File: src/rtl/fir_mac_seq_if.sv
// fir_mac_seq_if -- bundle of the sample, coefficient and result handshakes
// of the sequential FIR filter.
//   master : producer/consumer side (drives samples, coefficients, out_ready)
//   slave  : filter side (drives in_ready, out_valid, out_data)
// Parameters mirror the filter so both ends agree on widths.
interface fir_mac_seq_if #(
    parameter int DATA_W = 8,
    parameter int COEF_W = 8,
    parameter int TAPS   = 8,
    parameter int ACC_W  = DATA_W + COEF_W + $clog2(TAPS)
);
    logic                         in_valid;
    logic signed [DATA_W-1:0]     in_data;
    logic                         in_ready;
    logic                         coef_we;
    logic [$clog2(TAPS)-1:0]      coef_addr;
    logic signed [COEF_W-1:0]     coef_data;
    logic                         out_valid;
    logic signed [ACC_W-1:0]      out_data;
    logic                         out_ready;

    modport master (
        output in_valid, in_data, coef_we, coef_addr, coef_data, out_ready,
        input  in_ready, out_valid, out_data
    );

    modport slave (
        input  in_valid, in_data, coef_we, coef_addr, coef_data, out_ready,
        output in_ready, out_valid, out_data
    );
endinterface

File: src/rtl/fir_mac_seq.sv
// fir_mac_seq -- sequential FIR filter sharing one signed multiplier across
// all taps, one product per clock.
//   clk       : sole clock, rising edge
//   rst       : asynchronous active-high reset
//   bus       : fir_mac_seq_if.slave
//               in_valid/in_data/in_ready    sample handshake (accepted in IDLE)
//               coef_we/coef_addr/coef_data  coefficient write port (IDLE only)
//               out_valid/out_data/out_ready result handshake (held in DONE)
// Optional feature macro: MAC_PIPE_EN registers the multiplier output ahead of
// the accumulator and adds a DRAIN state for the final product (one extra
// cycle of latency, identical results).
module fir_mac_seq #(
    parameter int DATA_W = 8,
    parameter int COEF_W = 8,
    parameter int TAPS   = 8,
    parameter int ACC_W  = DATA_W + COEF_W + $clog2(TAPS)
) (
    input  logic         clk,
    input  logic         rst,
    fir_mac_seq_if.slave bus
);
    localparam int K_W = $clog2(TAPS);
    localparam int P_W = DATA_W + COEF_W;
    localparam logic [K_W-1:0] K_LAST = K_W'(TAPS - 1);

`ifdef MAC_PIPE_EN
    typedef enum logic [1:0] {IDLE = 2'd0, MAC = 2'd1, DONE = 2'd2, DRAIN = 2'd3} state_t;
`else
    typedef enum logic [1:0] {IDLE = 2'd0, MAC = 2'd1, DONE = 2'd2} state_t;
`endif

    state_t                   state_r;
    logic [K_W-1:0]           k_r;
    logic signed [ACC_W-1:0]  acc_r;
    logic signed [DATA_W-1:0] x_r [TAPS];
    logic signed [COEF_W-1:0] c_r [TAPS];
    logic                     in_ready_r;
    logic                     out_valid_r;
    logic signed [ACC_W-1:0]  out_data_r;
`ifdef MAC_PIPE_EN
    logic signed [ACC_W-1:0]  prod_r;
`endif

    logic signed [P_W-1:0]    prod_s;
    logic signed [ACC_W-1:0]  prod_ext_s;
    logic                     addr_ok_s;
    logic                     coef_wr_s;

    // Shared multiplier for the current tap; the result is sign-extended
    // (or wrapped) to accumulator width.
    always_comb begin
        prod_s     = P_W'(x_r[k_r]) * P_W'(c_r[k_r]);
        prod_ext_s = ACC_W'(prod_s);
    end

    // Address range check; with a power-of-two tap count every address is legal.
    generate
        if ((1 << K_W) == TAPS) begin : g_addr_full
            assign addr_ok_s = 1'b1;
        end else begin : g_addr_part
            assign addr_ok_s = (32'(bus.coef_addr) < 32'(TAPS));
        end
    endgenerate

    // Coefficients may only change while no pass is running.
    always_comb begin
        coef_wr_s = bus.coef_we && addr_ok_s && (state_r == IDLE);
    end

    // Sequencer: accept, multiply-accumulate per tap, hold result until taken.
    always_ff @(posedge clk or posedge rst) begin
        if (rst) begin
            state_r     <= IDLE;
            k_r         <= '0;
            acc_r       <= '0;
            in_ready_r  <= 1'b1;
            out_valid_r <= 1'b0;
            out_data_r  <= '0;
`ifdef MAC_PIPE_EN
            prod_r      <= '0;
`endif
            for (int i = 0; i < TAPS; i++) begin
                x_r[i] <= '0;
                c_r[i] <= '0;
            end
        end else begin
            // Written before the pass starts, so a same-cycle accept sees it.
            if (coef_wr_s) begin
                c_r[bus.coef_addr] <= bus.coef_data;
            end

            case (state_r)
                IDLE: begin
                    if (bus.in_valid) begin
                        x_r[0] <= bus.in_data;
                        for (int i = 1; i < TAPS; i++) begin
                            x_r[i] <= x_r[i-1];
                        end
                        acc_r      <= '0;
                        k_r        <= '0;
`ifdef MAC_PIPE_EN
                        prod_r     <= '0;
`endif
                        in_ready_r <= 1'b0;
                        state_r    <= MAC;
                    end
                end
                MAC: begin
                    k_r <= k_r + K_W'(1);
`ifdef MAC_PIPE_EN
                    // Adder lags the multiplier by one tap; DRAIN adds the last.
                    prod_r <= prod_ext_s;
                    acc_r  <= acc_r + prod_r;
                    if (k_r == K_LAST) begin
                        state_r <= DRAIN;
                    end
`else
                    acc_r <= acc_r + prod_ext_s;
                    if (k_r == K_LAST) begin
                        out_data_r  <= acc_r + prod_ext_s;
                        out_valid_r <= 1'b1;
                        state_r     <= DONE;
                    end
`endif
                end
`ifdef MAC_PIPE_EN
                DRAIN: begin
                    acc_r       <= acc_r + prod_r;
                    out_data_r  <= acc_r + prod_r;
                    out_valid_r <= 1'b1;
                    state_r     <= DONE;
                end
`endif
                DONE: begin
                    if (bus.out_ready) begin
                        out_valid_r <= 1'b0;
                        in_ready_r  <= 1'b1;
                        state_r     <= IDLE;
                    end
                end
                default: begin
                    out_valid_r <= 1'b0;
                    in_ready_r  <= 1'b1;
                    state_r     <= IDLE;
                end
            endcase
        end
    end

    assign bus.in_ready  = in_ready_r;
    assign bus.out_valid = out_valid_r;
    assign bus.out_data  = out_data_r;
endmodule
File: src/flat_wrapper.sv
// flat-port wrapper written by rule: the top's interface ports become plain ports
module fir_mac_seq_flat 
#(
    parameter int DATA_W = 8,
    parameter int COEF_W = 8,
    parameter int TAPS   = 8,
    parameter int ACC_W  = DATA_W + COEF_W + $clog2(TAPS)
)
  (clk, rst, bus_in_valid, bus_in_data, bus_coef_we, bus_coef_addr, bus_coef_data, bus_out_ready, bus_in_ready, bus_out_valid, bus_out_data);
  fir_mac_seq_if #(.DATA_W(DATA_W), .COEF_W(COEF_W), .TAPS(TAPS), .ACC_W(ACC_W)) bus_i ();
  input  logic clk;
  input  logic rst;
  input wire logic [$bits(bus_i.in_valid)-1:0] bus_in_valid;
  input wire logic [$bits(bus_i.in_data)-1:0] bus_in_data;
  input wire logic [$bits(bus_i.coef_we)-1:0] bus_coef_we;
  input wire logic [$bits(bus_i.coef_addr)-1:0] bus_coef_addr;
  input wire logic [$bits(bus_i.coef_data)-1:0] bus_coef_data;
  input wire logic [$bits(bus_i.out_ready)-1:0] bus_out_ready;
  output wire logic [$bits(bus_i.in_ready)-1:0] bus_in_ready;
  output wire logic [$bits(bus_i.out_valid)-1:0] bus_out_valid;
  output wire logic [$bits(bus_i.out_data)-1:0] bus_out_data;
  assign bus_i.in_valid = bus_in_valid;
  assign bus_i.in_data = bus_in_data;
  assign bus_i.coef_we = bus_coef_we;
  assign bus_i.coef_addr = bus_coef_addr;
  assign bus_i.coef_data = bus_coef_data;
  assign bus_i.out_ready = bus_out_ready;
  assign bus_in_ready = bus_i.in_ready;
  assign bus_out_valid = bus_i.out_valid;
  assign bus_out_data = bus_i.out_data;
  fir_mac_seq #(.DATA_W(DATA_W), .COEF_W(COEF_W), .TAPS(TAPS), .ACC_W(ACC_W)) u_core (.clk(clk), .rst(rst), .bus(bus_i));
endmodule
File: config.mk
export PLATFORM = sky130hd
export DESIGN_NAME = fir_mac_seq_flat
export DESIGN_NICKNAME = d
export VERILOG_FILES = /design/src/rtl/fir_mac_seq_if.sv /design/src/rtl/fir_mac_seq.sv /design/src/flat_wrapper.sv
export SDC_FILE = /design/constraint.sdc
export NUM_CORES = 1
export LEC_CHECK = 0
export CAP_MARGIN = 20
export CORE_AREA = 5 5 196 198
export CTS_CLUSTER_DIAMETER = 200
export CTS_CLUSTER_SIZE = 14
export DETAILED_ROUTE_END_ITERATION = 12
export DIE_AREA = 0 0 201 203
export PLACE_DENSITY_LB_ADDON = 0.3
export SYNTH_ARGS = -nofsm -noshare
export SYNTH_HDL_FRONTEND = slang
export SYNTH_SLANG_ARGS = --single-unit
File: constraint.sdc
create_clock -name clk -period 10.96 [get_ports clk]
set_input_delay 1.644 -clock clk [delete_from_list [all_inputs] [get_ports clk]]
set_output_delay 1.644 -clock clk [all_outputs]
set_load 0.02 [all_outputs]
==> reports/qor.yml <==
status: "finished, final reports clean"
end_kind: "flip-flop"
synth_nets: 1000
synth_area_leaders: "dfrtp_1 (40%), fa_1 (16%), mux2_2 (14%), mux4_2 (6.7%), ha_1 (5.4%)"
hp-class: "reg2reg"
synth_common_cells: "dfrtp_1 (172), mux2_2 (136), inv_1 (98), fa_1 (84), nand2_1 (57)"
overflow: 0
ant_nets: 0
grt_pass1_wl_um: 38200
final_net_count: 1047
die-area_sq_um: 40800
dieWidth_um: 201
worstPathArrival_ns: 7.25
post-cts-setup-buffer-count: 0
synthArstFlopShare_pct: 100
ys_ff_latch: 173
wl_per_cell_um: 16.3
postSynthCellCount: 846
rr_endpoint: "u_core.acc_r[17]$_DFFE_PP0P_"
period_share_pct: 63.3
worstHoldPathCells: 2
utilization_pct: 34.0
grt_max_degree: 97
globalplace.congestion: 0.803
cts_tree: "built"
min_to: "u_core.bus.out_data[15]$_DFFE_PP0P_"
synth_flop_cell: "dfrtp_1"
slew_headroom_pct: 29.4
cts_root_buffer: "clkbuf_16"
finalHoldViolCount: 0
portBuffers: 44
die_h_um: 203
critPathKind: "reg2reg"
drc: 0
viasPerCell: 4.61
antenna_found_initial: 0
holdCritStartpoint: "u_core.bus.out_data[15]$_DFFE_PP0P_"
num_rows: 70
synth-edff-count: 0
cts.path.max_buffers: 2
maxCapViolCount: 0
period_minus_slack_ns: 6.93
ys_warn_count: 0
first_pass_iters: 5
fin_setup_tns_ns: 0
vias: 6334
clk_latency_ns: 0.43
r2r_start: "u_core.k_r[0]$_DFFE_PP0P_"
worst_slew_pin_slew_ns: 1.06
clock_skew_ns: 0.00936
cp_max_fo: 35
critPathRequiredTime_ns: 11.28
setup_viol: 0
startpoint_type: "flip-flop"
syn2layout_area_growth_pct: 14.8
seq_area_frac_synth_pct: 40.3
ff_latch_area_sq_um: 4330
wirelength_um: 22300
antenna_cells: 0
drtIter0Drc: 338
clk_pin_slew_worst_paths_ns: 0.07
rsz0062_at_grt: "no"
fillers: 3558
synth_area_per_cell_sq_um: 12.7
syn_area_sq_um: 10800
core_sq_um: 36300
io_pins: 45
grt_util_all_layers_pct: 11.6
cts_buffers: 17
initial_core_util_pct: 29.6
r2r_slack_ns: 4.03
timing.fmax_mhz: 144
synth_top_cell_area_share_pct: 40.0
ctsResizeCount: 0
grt_pass1_vias: 6952
yosysTopAreaCell: "dfrtp_1"
h-tree-depth: 4
multi_input_area_sq_um: 5930
drive_above_1_share_pct: 25.0
ys_types: 50
synth_most_common_cell: "dfrtp_1"
hold_buffers: 0
maxSlewViolCount: 0
clock_sinks: 173
r2r_cells: 19
post-dp-hpwl_um: 15900
-- kinds of logic after synthesis --
logic type      after synthesis  synth area share (%)
mux                         183                  22.4
flops                       173                  40.3
simple gates                138                  5.72
fa+ha+maj                   130                  21.0
buf+inv                     126                  4.66
compound gates               77                  4.44
xor+xnor                     19                  1.55
-- layout make-up --
class | count | area share (%)
Multi-Input combinational cell | 547 | 48.0
Sequential cell | 173 | 35.1
Tap cell | 468 | 4.74
Timing Repair Buffer | 56 | 4.62
Clock buffer | 17 | 3.45
Inverter | 98 | 3.02
Clock inverter | 14 | 1.07
-- critical path: stages, from the launching register on --
cell and delay, ns:
dfrtp_2 0.34, buf_4 0.54, mux4_2 0.60, mux2i_1 0.53
nor2_1 0.27, buf_4 0.26, fa_1 0.49, inv_1 0.05
fa_1 0.50, inv_1 0.06, fa_1 0.57, fa_1 0.43
ha_1 0.31, ha_1 0.35, a21o_1 0.21, a21o_1 0.17
a21o_1 0.19, and3_4 0.19, or4_4 0.48, a32o_1 0.27
-- worst max-delay path by stage --
stage,endpoint,from
final,u_core.acc_r[17]$_DFFE_PP0P_,u_core.k_r[0]$_DFFE_PP0P_
after global routing,u_core.acc_r[17]$_DFFE_PP0P_,u_core.k_r[0]$_DFFE_PP0P_
after CTS,u_core.acc_r[17]$_DFFE_PP0P_,u_core.k_r[0]$_DFFE_PP0P_
after detailed placement,u_core.acc_r[17]$_DFFE_PP0P_,u_core.k_r[0]$_DFFE_PP0P_
after global placement,u_core.acc_r[17]$_DFFE_PP0P_,u_core.k_r[0]$_DFFE_PP0P_
after floorplan,u_core.acc_r[17]$_DFFE_PP0P_,u_core.k_r[1]$_DFFE_PP0P_
-- metrics by stage --
step | setup WS [ns] | hold slack (ns) | area (sq um) | std cells
CTS | 3.99 | 0.486 | 12300 | 1371
floorplan | 4.35 | 0.470 | 10800 | 846
detailed placement | 4.00 | 0.470 | 11700 | 1340
global route | 3.65 | 0.492 | 12300 | 1373
finish | 4.03 | 0.477 | 12300 | 1373
global placement | 4.01 | 0.466 | 11700 | 1339
-- sequential cells by signal (all words and copies together), names as in the netlist --
register              count
u_core.k_r                3
u_core.state_r            2
u_core.x_r               64
u_core.c_r               64
u_core.bus.in_ready       1
u_core.bus.out_valid      1
u_core.bus.out_data      19
u_core.acc_r             19
-- metal layers --
metal  global-route usage [%]  vias up  routed length [um]
met5                        0        -                   0
li1                         -     2957                   -
met4                     3.10        0                 249
met3                     2.20       16                 561
met1                     16.0     3282               11000
met2                     18.8       79               10600
-- cells in the final DEF, fill, tap and decap left out, types with 2 or more instances in the layout --
master / instances
a21o_1: 5
a21oi_1: 14
a31oi_1: 2
and2_1: 2
and3_1: 2
buf_16: 2
buf_4: 10
clkbuf_16: 17
clkdlybuf4s50_1: 44
clkinv_2: 3
clkinvlp_4: 2
dfrtp_1: 171
fa_1: 84
ha_1: 46
inv_1: 97
inv_6: 8
mux2_2: 136
mux2i_1: 14
mux4_2: 32
nand2_1: 57
nand2b_1: 7
nor2_1: 50
nor2b_1: 7
o21a_1: 2
o21ai_0: 26
o22ai_1: 9
o31ai_1: 6
or2_2: 5
xnor2_1: 12
xor2_1: 7
Power is not shown: default switching activity piles up to over one toggle a cycle in this logic, so the estimate is an artifact.
